$ cat config.mk
export PLATFORM = sky130hd
export DESIGN_NAME = snd_synth_flat
export DESIGN_NICKNAME = d
export VERILOG_FILES = /design/src/rtl/snd_synth_pkg.sv /design/src/rtl/snd_synth_if.sv /design/src/rtl/snd_synth_voice_step.sv /design/src/rtl/snd_synth.sv /design/src/flat_wrapper.sv
export SDC_FILE = /design/constraint.sdc
export NUM_CORES = 1
export LEC_CHECK = 0
export CAP_MARGIN = 40
export CORE_AREA = 2 2 266 268
export CTS_CLUSTER_SIZE = 10
export DETAILED_ROUTE_END_ITERATION = 10
export DIE_AREA = 0 0 268 270
export PLACE_DENSITY = 0.45
export SLEW_MARGIN = 20
export SYNTH_ARGS = -nofsm -noshare
export SYNTH_HDL_FRONTEND = slang
export SYNTH_SLANG_ARGS = --single-unit
$ cat constraint.sdc
create_clock -name clk -period 6.8 [get_ports clk]
set_input_delay 1.36 -clock clk [delete_from_list [all_inputs] [get_ports clk]]
set_output_delay 1.36 -clock clk [all_outputs]
set_load 0.1 [all_outputs]
$ cat src/rtl/snd_synth_pkg.sv
`default_nettype none
// ============================================================================
// Module      : snd_pkg
// Description : Shared types and constants for the four-voice tone generator.
// Revision    : 1.0 - initial release
// ============================================================================
package snd_pkg;

    localparam logic [1:0] P_PERIOD = 2'd0;
    localparam logic [1:0] P_VOLUME = 2'd1;
    localparam logic [1:0] P_DUR    = 2'd2;
    localparam logic [1:0] P_CTRL   = 2'd3;

    localparam int          NUM_VOICES    = 4;
    localparam logic [14:0] c_LFSR_SEED   = 15'h7FFF;
    localparam int          c_LFSR_TAP_HI = 14;
    localparam int          c_LFSR_TAP_LO = 13;

    typedef enum logic [2:0] {
        S_IDLE = 3'd0,
        S_V0   = 3'd1,
        S_V1   = 3'd2,
        S_V2   = 3'd3,
        S_V3   = 3'd4,
        S_MIX  = 3'd5
    } seq_state_t;

    typedef struct packed {
        logic [15:0] period;
        logic [7:0]  volume;
        logic [15:0] dur;
        logic [15:0] rem;
        logic        gate;
        logic        noise;
        logic [15:0] phase;
        logic        level;
        logic [14:0] lfsr;
    } voice_t;

    function automatic voice_t voice_reset();
        voice_t v;
        v      = '0;
        v.lfsr = c_LFSR_SEED;
        return v;
    endfunction

    // Signed contribution of one voice to the mix; silent voices add nothing.
    function automatic logic signed [10:0] voice_contrib(input voice_t v);
        logic signed [10:0] mag;
        mag = signed'({3'b000, v.volume});
        if (!v.gate || (v.period == '0)) begin
            return '0;
        end
        return v.level ? mag : -mag;
    endfunction

endpackage
`default_nettype wire

$ cat src/rtl/snd_synth_if.sv
`default_nettype none
// ============================================================================
// Module      : snd_synth_if
// Description : CPU sound write port and mixed-sample output bundle.
// Revision    : 1.0 - initial release
// ============================================================================
interface snd_synth_if;
    logic               snd_wen;
    logic [1:0]         w_param;
    logic [10:0]        w_index;
    logic [15:0]        w_val;
    logic signed [10:0] sample_out;
    logic               sample_valid;
    logic [3:0]         voice_done;

    modport master (
        output snd_wen, w_param, w_index, w_val,
        input  sample_out, sample_valid, voice_done
    );

    modport slave (
        input  snd_wen, w_param, w_index, w_val,
        output sample_out, sample_valid, voice_done
    );
endinterface
`default_nettype wire

$ cat src/rtl/snd_synth_voice_step.sv
`default_nettype none
// ============================================================================
// Module      : snd_voice_step
// Description : Combinational one-sample advance of a single voice.
// Revision    : 1.0 - initial release
// ============================================================================
module snd_voice_step
    import snd_pkg::*;
(
    input  voice_t cur,
    input  logic   ms_tick,
    output voice_t nxt,
    output logic   done
);

    logic [15:0] w_phase_inc;
    logic [14:0] w_lfsr_shift;

    assign w_phase_inc  = cur.phase + 16'd1;
    assign w_lfsr_shift = {cur.lfsr[13:0], cur.lfsr[c_LFSR_TAP_HI] ^ cur.lfsr[c_LFSR_TAP_LO]};

    always_comb begin
        nxt  = cur;
        done = 1'b0;
        if (cur.gate && (cur.period != '0)) begin
            if (w_phase_inc == cur.period) begin
                nxt.phase = '0;
                if (cur.noise) begin
                    nxt.lfsr  = w_lfsr_shift;
                    nxt.level = w_lfsr_shift[0];
                end else begin
                    nxt.level = ~cur.level;
                end
            end else begin
                nxt.phase = w_phase_inc;
            end
            // Duration of zero never counts down, so the voice plays until ungated.
            if (ms_tick && (cur.rem != '0)) begin
                nxt.rem = cur.rem - 16'd1;
                if (cur.rem == 16'd1) begin
                    nxt.gate = 1'b0;
                    done     = 1'b1;
                end
            end
        end
    end

endmodule
`default_nettype wire

$ cat src/rtl/snd_synth.sv
`default_nettype none
// ============================================================================
// Module      : snd_synth
// Description : Four-voice square/noise tone generator with signed mixer.
// Revision    : 1.0 - initial release
// ============================================================================
module snd_synth
    import snd_pkg::*;
#(
    parameter int SAMPLE_DIV = 1042,
    parameter int DUR_DIV    = 48
) (
    input  logic        clk,
    input  logic        reset,
    snd_synth_if.slave  snd
);

    localparam int                 c_SMP_W    = $clog2(SAMPLE_DIV + 1);
    localparam int                 c_DUR_W    = $clog2(DUR_DIV + 1);
    localparam logic [c_SMP_W-1:0] c_SMP_LAST = c_SMP_W'(SAMPLE_DIV - 1);
    localparam logic [c_DUR_W-1:0] c_DUR_LAST = c_DUR_W'(DUR_DIV - 1);

    seq_state_t r_state;
    seq_state_t w_state_nxt;

    logic [c_SMP_W-1:0] r_smp_cnt;
    logic [c_DUR_W-1:0] r_dur_cnt;
    logic               r_ms_tick;
    logic               w_tick;

    voice_t [NUM_VOICES-1:0] r_voice;
    voice_t [NUM_VOICES-1:0] w_voice_nxt;
    logic   [NUM_VOICES-1:0] w_done;

    voice_t      w_step_cur;
    voice_t      w_step_nxt;
    logic        w_step_done;
    logic        w_step_en;
    logic [1:0]  w_step_sel;
    logic        w_mix_en;

    logic signed [10:0]      w_mix_sum;
    logic signed [10:0]      r_sample;
    logic                    r_valid;
    logic [NUM_VOICES-1:0]   r_done;

    logic w_unused_idx;
    assign w_unused_idx = ^snd.w_index[10:2];

    assign w_tick = (r_smp_cnt == c_SMP_LAST);

    always_ff @(posedge clk) begin
        if (reset || w_tick) begin
            r_smp_cnt <= '0;
        end else begin
            r_smp_cnt <= r_smp_cnt + c_SMP_W'(1);
        end
    end

    // ms_tick is latched at the tick so it stays stable for the whole V0..V3 sweep.
    always_ff @(posedge clk) begin
        if (reset) begin
            r_dur_cnt <= '0;
            r_ms_tick <= 1'b0;
        end else if (w_tick) begin
            r_ms_tick <= (r_dur_cnt == c_DUR_LAST);
            r_dur_cnt <= (r_dur_cnt == c_DUR_LAST) ? '0 : r_dur_cnt + c_DUR_W'(1);
        end
    end

    always_ff @(posedge clk) begin
        if (reset) begin
            r_state <= S_IDLE;
        end else begin
            r_state <= w_state_nxt;
        end
    end

    always_comb begin
        w_state_nxt = r_state;
        w_step_en   = 1'b0;
        w_step_sel  = 2'd0;
        w_mix_en    = 1'b0;
        case (r_state)
            S_IDLE: if (w_tick) w_state_nxt = S_V0;
            S_V0: begin
                w_step_en   = 1'b1;
                w_step_sel  = 2'd0;
                w_state_nxt = S_V1;
            end
            S_V1: begin
                w_step_en   = 1'b1;
                w_step_sel  = 2'd1;
                w_state_nxt = S_V2;
            end
            S_V2: begin
                w_step_en   = 1'b1;
                w_step_sel  = 2'd2;
                w_state_nxt = S_V3;
            end
            S_V3: begin
                w_step_en   = 1'b1;
                w_step_sel  = 2'd3;
                w_state_nxt = S_MIX;
            end
            S_MIX: begin
                w_mix_en    = 1'b1;
                w_state_nxt = S_IDLE;
            end
            default: w_state_nxt = S_IDLE;
        endcase
    end

    assign w_step_cur = r_voice[w_step_sel];

    snd_voice_step u_step (
        .cur     (w_step_cur),
        .ms_tick (r_ms_tick),
        .nxt     (w_step_nxt),
        .done    (w_step_done)
    );

    for (genvar v = 0; v < NUM_VOICES; v++) begin : g_voice
        logic   w_stepping;
        logic   w_wr;
        logic   w_discard;
        voice_t w_base;
        voice_t w_nxt;

        assign w_stepping = w_step_en && (w_step_sel == 2'(v));
        assign w_wr       = snd.snd_wen && (snd.w_index[1:0] == 2'(v));
        // Period and control writes throw away a colliding step entirely.
        assign w_discard  = w_wr && ((snd.w_param == P_PERIOD) || (snd.w_param == P_CTRL));
        assign w_base     = (w_stepping && !w_discard) ? w_step_nxt : r_voice[v];
        assign w_done[v]  = w_stepping && !w_discard && w_step_done;

        always_comb begin
            w_nxt = w_base;
            if (w_wr) begin
                case (snd.w_param)
                    P_PERIOD: begin
                        w_nxt.period = snd.w_val;
                        w_nxt.phase  = '0;
                    end
                    P_VOLUME: w_nxt.volume = snd.w_val[7:0];
                    P_DUR: begin
                        w_nxt.dur = snd.w_val;
                        w_nxt.rem = snd.w_val;
                    end
                    default: begin
                        w_nxt.gate  = snd.w_val[0];
                        w_nxt.noise = snd.w_val[1];
                        if (!r_voice[v].gate && snd.w_val[0]) begin
                            w_nxt.phase = '0;
                            w_nxt.level = 1'b0;
                            w_nxt.rem   = r_voice[v].dur;
                            w_nxt.lfsr  = c_LFSR_SEED;
                        end
                    end
                endcase
            end
        end

        assign w_voice_nxt[v] = w_nxt;
    end

    always_ff @(posedge clk) begin
        if (reset) begin
            r_voice <= {NUM_VOICES{voice_reset()}};
        end else begin
            r_voice <= w_voice_nxt;
        end
    end

    assign w_mix_sum = voice_contrib(r_voice[0]) + voice_contrib(r_voice[1])
                     + voice_contrib(r_voice[2]) + voice_contrib(r_voice[3]);

    always_ff @(posedge clk) begin
        if (reset) begin
            r_sample <= '0;
            r_valid  <= 1'b0;
            r_done   <= '0;
        end else begin
            r_valid <= w_mix_en;
            r_done  <= w_done;
            if (w_mix_en) begin
                r_sample <= w_mix_sum;
            end
        end
    end

    assign snd.sample_out   = r_sample;
    assign snd.sample_valid = r_valid;
    assign snd.voice_done   = r_done;

endmodule
`default_nettype wire
$ cat src/flat_wrapper.sv
// flat-port wrapper written by rule: the top's interface ports become plain ports
module snd_synth_flat import snd_pkg::*;
#(
    parameter int SAMPLE_DIV = 1042,
    parameter int DUR_DIV    = 48
)
  (clk, reset, snd_snd_wen, snd_w_param, snd_w_index, snd_w_val, snd_sample_out, snd_sample_valid, snd_voice_done);
  snd_synth_if snd_i ();
  input  logic clk;
  input  logic reset;
  input wire logic [$bits(snd_i.snd_wen)-1:0] snd_snd_wen;
  input wire logic [$bits(snd_i.w_param)-1:0] snd_w_param;
  input wire logic [$bits(snd_i.w_index)-1:0] snd_w_index;
  input wire logic [$bits(snd_i.w_val)-1:0] snd_w_val;
  output wire logic [$bits(snd_i.sample_out)-1:0] snd_sample_out;
  output wire logic [$bits(snd_i.sample_valid)-1:0] snd_sample_valid;
  output wire logic [$bits(snd_i.voice_done)-1:0] snd_voice_done;
  assign snd_i.snd_wen = snd_snd_wen;
  assign snd_i.w_param = snd_w_param;
  assign snd_i.w_index = snd_w_index;
  assign snd_i.w_val = snd_w_val;
  assign snd_sample_out = snd_i.sample_out;
  assign snd_sample_valid = snd_i.sample_valid;
  assign snd_voice_done = snd_i.voice_done;
  snd_synth #(.SAMPLE_DIV(SAMPLE_DIV), .DUR_DIV(DUR_DIV)) u_core (.clk(clk), .reset(reset), .snd(snd_i));
endmodule
# == Yosys cells after proc, flatten, opt, wreduce, memory -nomap -nowiden ==
# Index checks and enable logic that the tools add are counted.
# W data, S select, Z words.
# word_totals
in_bits,32
regBits,397
out_inout_bits,16
wordCells,209
# classes
reduce_logical,54
mux,79
n_bitwise,2
eq_ne,19
magnitude_cmp,1
add_sub_neg,11
# ops
op,n
$mux W90,9
$mux W16,18
$pmux W16 S2,8
$bmux W90 S2,1
$mux W32,5
$mux W11,12
$logic_not A16 Y1,4
$neg A8 Y11,4
$mux W17,2
$add A11 B11 Y11,3
$mux W8,4
$reduce_bool A16 Y1,2
$logic_and A1 B1 Y1,26
$add A16 B1 Y16 const B,1
$eq A16 B1 Y1 const B,1
$eq A16 B16 Y1,1
$sub A16 B1 Y16 const B,1
$mux W15,1
$pmux W3 S5,1
$eq A2 B2 Y1 const B,6
$add A11 B1 Y11 const B,1
$eq A11 B11 Y1 const B,1
$mux W1,11
$logic_not A1 Y1,8
other kinds (20),35

# == Depth between registers and ports, before layout ==
# depth
word_depth,12
ltp_mapped,20
ltp_nobuf,20

# == Hierarchy ==
# Synthesis repeated with hierarchy kept, for this count alone.
# hier_totals
cells_unflattened,2949
area_unflattened_um2,22655.5
# by_module_without_submodules
mod,cells_each,seq_area_each_um2,n_inst,area_per_inst_um2
snd_synth,2685,7947.6,1,20763.7
snd_voice_step,264,0.0,1,1891.8

# == Least setup slack after synthesis ==
# Ideal clock, no wire load.
# synth_timing
path_kind,register -> register
from,reg u_core.r_voice[172] (netlist name)
to,reg u_core.r_sample[9] (netlist: u_core.snd.sample_out[9])
path_buffers,0
stages_incl_launch_ff,18
setup_slack_ps,1919
setup_time_ps,128
arrival_ps,4753
synth_period_minus_slack_ps,4881
required_time_ps,6672
cell_sequence,dfxtp_1 -> or4_1 -> o41ai_1 -> nor2_1 -> fa_1 -> fa_1 -> ha_1 -> fa_1 -> a21o_1 -> a21oi_1 -> o21bai_1 -> a21oi_1 -> o21bai_1 -> a21oi_1 -> xor2_1 -> nor2_1 -> a21oi_1 -> nor2_1
# synth_via
elab_chain_len,7
# synth_lines
item,line_no,source
start: declaration,snd_synth.sv:31,voice_t [NUM_VOICES-1:0] r_voice;
start signal: assignment,snd_synth.sv:169,r_voice <= {NUM_VOICES{voice_reset()}};
start signal: assignment,snd_synth.sv:171,r_voice <= w_voice_nxt;
$logic_not A16 Y1,snd_synth_pkg.sv:51,if (!v.gate || (v.period == '0)) begin
$logic_or A1 B1 Y1,snd_synth_pkg.sv:51,
$mux W1,snd_synth_pkg.sv:51,
$mux W11,snd_synth_pkg.sv:54,return v.level ? mag : -mag;
$add A11 B11 Y11,snd_synth.sv:175,assign w_mix_sum = voice_contrib(r_voice[0]) + voice_contrib(r_voice[1])
$add A11 B11 Y11 (2 in series),snd_synth.sv:176,+ voice_contrib(r_voice[2]) + voice_contrib(r_voice[3]);
end signal: assignment,snd_synth.sv:187,r_sample <= w_mix_sum;
end: declaration,snd_synth.sv:43,logic signed [10:0] r_sample;
# No other way between the ends.
# A chain may end at the register's enable or synchronous reset.

# == Worst setup path in the final report ==
# layout_timing
from,reg u_core.r_state[0]
to,reg u_core.r_voice[9] (netlist name)
# layout_via
elab_chain_len,12
elab_cells_between_ends,23
classes_between,add/sub (1); eq/ne (5); mux (11); reduce/logical (6)
# layout_lines
item,line_no,source
start: declaration,snd_synth.sv:23,seq_state_t r_state;
start signal: assignment,snd_synth.sv:75,r_state <= w_state_nxt;
$eq A3 B3 Y1 / $eq A3 B2 Y1 (equally long branches),snd_synth.sv:84,case (r_state)
$pmux W2 S3,snd_synth.sv:84,
$bmux W90 S2,snd_synth.sv:114,assign w_step_cur = r_voice[w_step_sel];
$mux W90 (implied by the code),snd_synth.sv:114,
$add A16 B1 Y16,snd_synth_voice_step.sv:19,assign w_phase_inc = cur.phase + 16'd1;
$eq A16 B16 Y1,snd_synth_voice_step.sv:26,if (w_phase_inc == cur.period) begin
$mux W16,snd_synth_voice_step.sv:26,
$mux W32,snd_synth_voice_step.sv:25,if (cur.gate && (cur.period != '0)) begin
$mux W90 (*),snd_synth.sv:134,assign w_base = (w_stepping && !w_discard) ? w_step_nxt : r_voice[v];
$mux W32,snd_synth.sv:153,if (!r_voice[v].gate && snd.w_val[0]) begin
$mux W16,snd_synth.sv:140,case (snd.w_param)
$mux W90 (*),snd_synth.sv:139,if (w_wr) begin
# Mark *: on every way between the ends. The rest lies on a longest branch, timed or not. The select of a mux whose other input is x is not followed.

==> impl_metrics.toml <==
[status]
outcome = "finished, final reports clean"

[clock_network]
cts.htree.levels = 2
postCtsSetupBuffers = 0
cts_buffers = 48
clk_pin_slew_ns = 0.06
cts_hold_buf = 0
clkLatencyLatePin_ns = 0.60
cts.root.buffer_cell = "clkbuf_16"
clk_path_buf_depth = 3
cts_resized = 0
cts.sinks = 397
cts_tree = "done"

[power_and_ir_drop]
p_int_mw = 3.820
switching_share_pct = 24.18
p_sw_mw = 1.218
power_frac_comb_pct = 5.4
pwr-share-seq_pct = 46.9
cellLeakagePower_nw = 8.180
peakVddDrop_uv = 166.5
p_clk_share_pct = 47.7
power.total_mw = 5.039
power_density_nw_per_um2 = 213.5

[grt]
grt.total_usage_pct = 19.40
grt_max_degree = 114
grt_overflow = 0
grt_pass1_vias = 18359
antenna_found_initial = 0
grt_pass1_wl_um = 110100

[place]
numPortBuffers = 38
place_hpwl_um = 48270
gp_congestion = 0.8383

[critical_path]
required_ns = 7.24
crit_top_cell = "buf_4"
cp_slowest_cell = "dfxtp_4"
cp_max_fo = 40
crit_path_cell_trace = "or3b_1 > buf_4 > o22ai_1 > nor2_1 > ha_1 > inv_1 > a2111oi_1 > buf_1 > and3_1 > nand4_2 > xnor2_1 > or4_4 > nor4_4 > buf_4 > mux2i_1 > o211ai_1"
crit_family = "simple AND/OR/NAND/NOR gates"
setup.worst_path.end_class = "flip-flop"
arrival_ns = 5.78
cp_num_buf_inv = 4
crit_path_start_kind = "flip-flop"
critPathKind = "flip-flop to flip-flop"
max_stage_delay_ns = 0.82

[die]
row_count = 97
dieArea_um2 = 72360
core_um2 = 69540
initial_utilization_pct = 29.67
dieWidth_um = 268
io_pins = 48
die_h_um = 270

[cells_and_area]
multi_input_area_um2 = 11690
synthToLayoutAreaGrowth_pct = 14.40
fin_util_pct = 33.95
n_fill_cell = 7195
drive_gt1_share_pct = 7.379
regArea_um2 = 7951
diodes = 0
nets = 2653

[drt]
vias = 18921
drc = 0
viasPerCell = 5.342
wl_per_cell_um = 20.06
initialDrtViolationCount = 1646
first_pass_iters = 8
antenna_left = 0
wl_um = 71060

[timing]
layout_min_cycle_time_ns = 5.342
rsz0062_at_grt = "false"
fin_tns_setup_ns = 0
skew_ns = 0.02936
relSlewSlack_pct = 45.03
worst_pin_slew_ns = 0.8245
clock.fmax_mhz = 187.2
period_share_pct = 78.55
final_max_slew_viol_count = 0
hold_violations = 0
setup_viol = 0

[run]
max_cap_viol_count = 0

[yosys]
ys_async_sr_fraction_pct = 0
synth-seq-cells = 397
syn_avg_cell_area_um2 = 7.861
synth.yosys.seq_area_share_pct = 38.52
synth_edf_count = 0
synth_area_um2 = 20630
syn_inst = 2625
ys_warn_count = 0
ys_types = 79
synthFlopType = "dfxtp_1"
synth_fp_nets = 2699

[min_path]
hold_class = "flip-flop to flip-flop"
==> per-stage QoR <==
step / worst slack (ns) / cell area, um2 / instances / hold WS [ns]
floorplan: 1.919 / 20630 / 2625 / 0.4285
global placement: 1.351 / 21740 / 3437 / 0.4382
detailed placement: 1.461 / 22130 / 3464 / 0.4467
CTS: 1.451 / 23550 / 3537 / 0.4545
global route: 1.089 / 23610 / 3542 / 0.4653
finish: 1.458 / 23610 / 3542 / 0.4527
==> worst reg2reg max path: stages, from the launching register on <==
cell	delay, ns
dfxtp_4	0.82
or3b_1	0.22
buf_4	0.24
o22ai_1	0.20
nor2_1	0.24
ha_1	0.20
inv_1	0.08
a2111oi_1	0.68
buf_1	0.24
and3_1	0.20
nand4_2	0.11
xnor2_1	0.17
or4_4	0.55
nor4_4	0.32
buf_4	0.35
mux2i_1	0.44
o211ai_1	0.14
==> flip-flops by register name (all words and copies together) (netlist names) <==
register,flops
u_core.r_dur_cnt,6
u_core.snd.sample_out,11
u_core.r_smp_cnt,11
u_core.r_state,3
u_core.snd.sample_valid,1
u_core.r_ms_tick,1
u_core.snd.voice_done,4
u_core.r_voice,360
==> cells in the mapped netlist (14+ instances only) <==
cell type	number	area share, %
a32oi_1	45	1.9
nor2_1	322	5.9
o2bb2ai_1	18	0.76
o211ai_1	74	2.7
a211oi_1	32	1.2
inv_1	49	0.89
o21ai_0	40	0.97
nand2b_1	17	0.52
a21oi_1	257	6.2
o22ai_1	22	0.67
ha_1	22	1.3
nor3_1	32	0.78
fa_1	20	1.9
dfxtp_1	397	39
xnor2_1	53	2.2
buf_1	14	0.25
nor4_1	21	0.64
a221o_1	30	1.5
mux2i_1	77	3.7
or4_1	16	0.58
clkbuf_1	171	3.1
nand3_1	41	0.99
a22oi_1	73	2.7
and2_1	16	0.49
nand2_1	515	9.4
xor2_1	30	1.3
==> layout by cell type (no fill, tap or decap), types with 17 or more instances in the layout <==
master,n
nand2_1,515
dfxtp_1,396
a211oi_1,30
nor3_1,32
clkbuf_16,49
fa_1,20
clkdlybuf4s50_1,37
a21oi_1,256
a22oi_1,73
nand3_1,41
inv_1,49
mux2i_1,77
nor4_1,21
xor2_1,30
a32oi_1,45
buf_4,45
o22ai_1,22
nand2b_1,17
o21ai_0,40
o211ai_1,74
xnor2_1,53
a221o_1,30
ha_1,22
o2bb2ai_1,18
buf_8,20
nor2_1,321
==> path summary, 6_finish.rpt <==
kind	from	end	slack (ns)	cells past startpoint
setup / recovery	u_core.r_state[0]	u_core.r_voice[9]	1.46	16
hold reg to reg	u_core.r_voice[151]	u_core.r_voice[151]	0.45	2
hold / removal	u_core.r_voice[151]	u_core.r_voice[151]	0.45	2
setup reg to reg	u_core.r_state[0]	u_core.r_voice[9]	1.46	16
==> cell type report <==
| class | count | share of cell area [%] |
|---|---|---|
| timing repair buffer | 115 | 4.998 |
| clock buffer | 70 | 5.910 |
| sequential | 397 | 33.68 |
| inverter | 50 | 0.7950 |
| tap | 940 | 4.982 |
| multi-input combinational | 1967 | 49.54 |
| clock inverter | 3 | 0.09540 |
==> metal layers <==
metal  global-route usage, %  wire length, um  up-vias
met1                   27.36            33670     9110
met5                       0                0        -
li1                        -                -     9164
met3                   2.562             3660      116
met4                   6.395             2063        0
met2                   30.37            31670      531
==> kinds of logic after synthesis <==
logic type,Yosys count,share of synthesized area (%)
AND/OR/NAND/NOR,1051,21.80
flip-flops,397,38.52
XOR/XNOR,83,3.523
AO/OA/AOI/OAI,698,23.05
buffers and inverters,261,5.227
adder cells (fa/ha/maj),42,3.274
multiplexers,93,4.608
==> power groups by stage <==
| stage | clock network (mW) | registers (mW) | logic (mW) |
|---|---|---|---|
| after CTS | 2.48 | 2.36 | 0.266 |
| final | 2.41 | 2.36 | 0.271 |
| after global placement | 0 | 2.41 | 0.256 |
| after floorplan | 0 | 2.41 | 0.155 |
| after global routing | 2.56 | 2.36 | 0.293 |
| after detailed placement | 0 | 2.41 | 0.265 |
No activity file was read; power rests on OpenSTA's default activity.
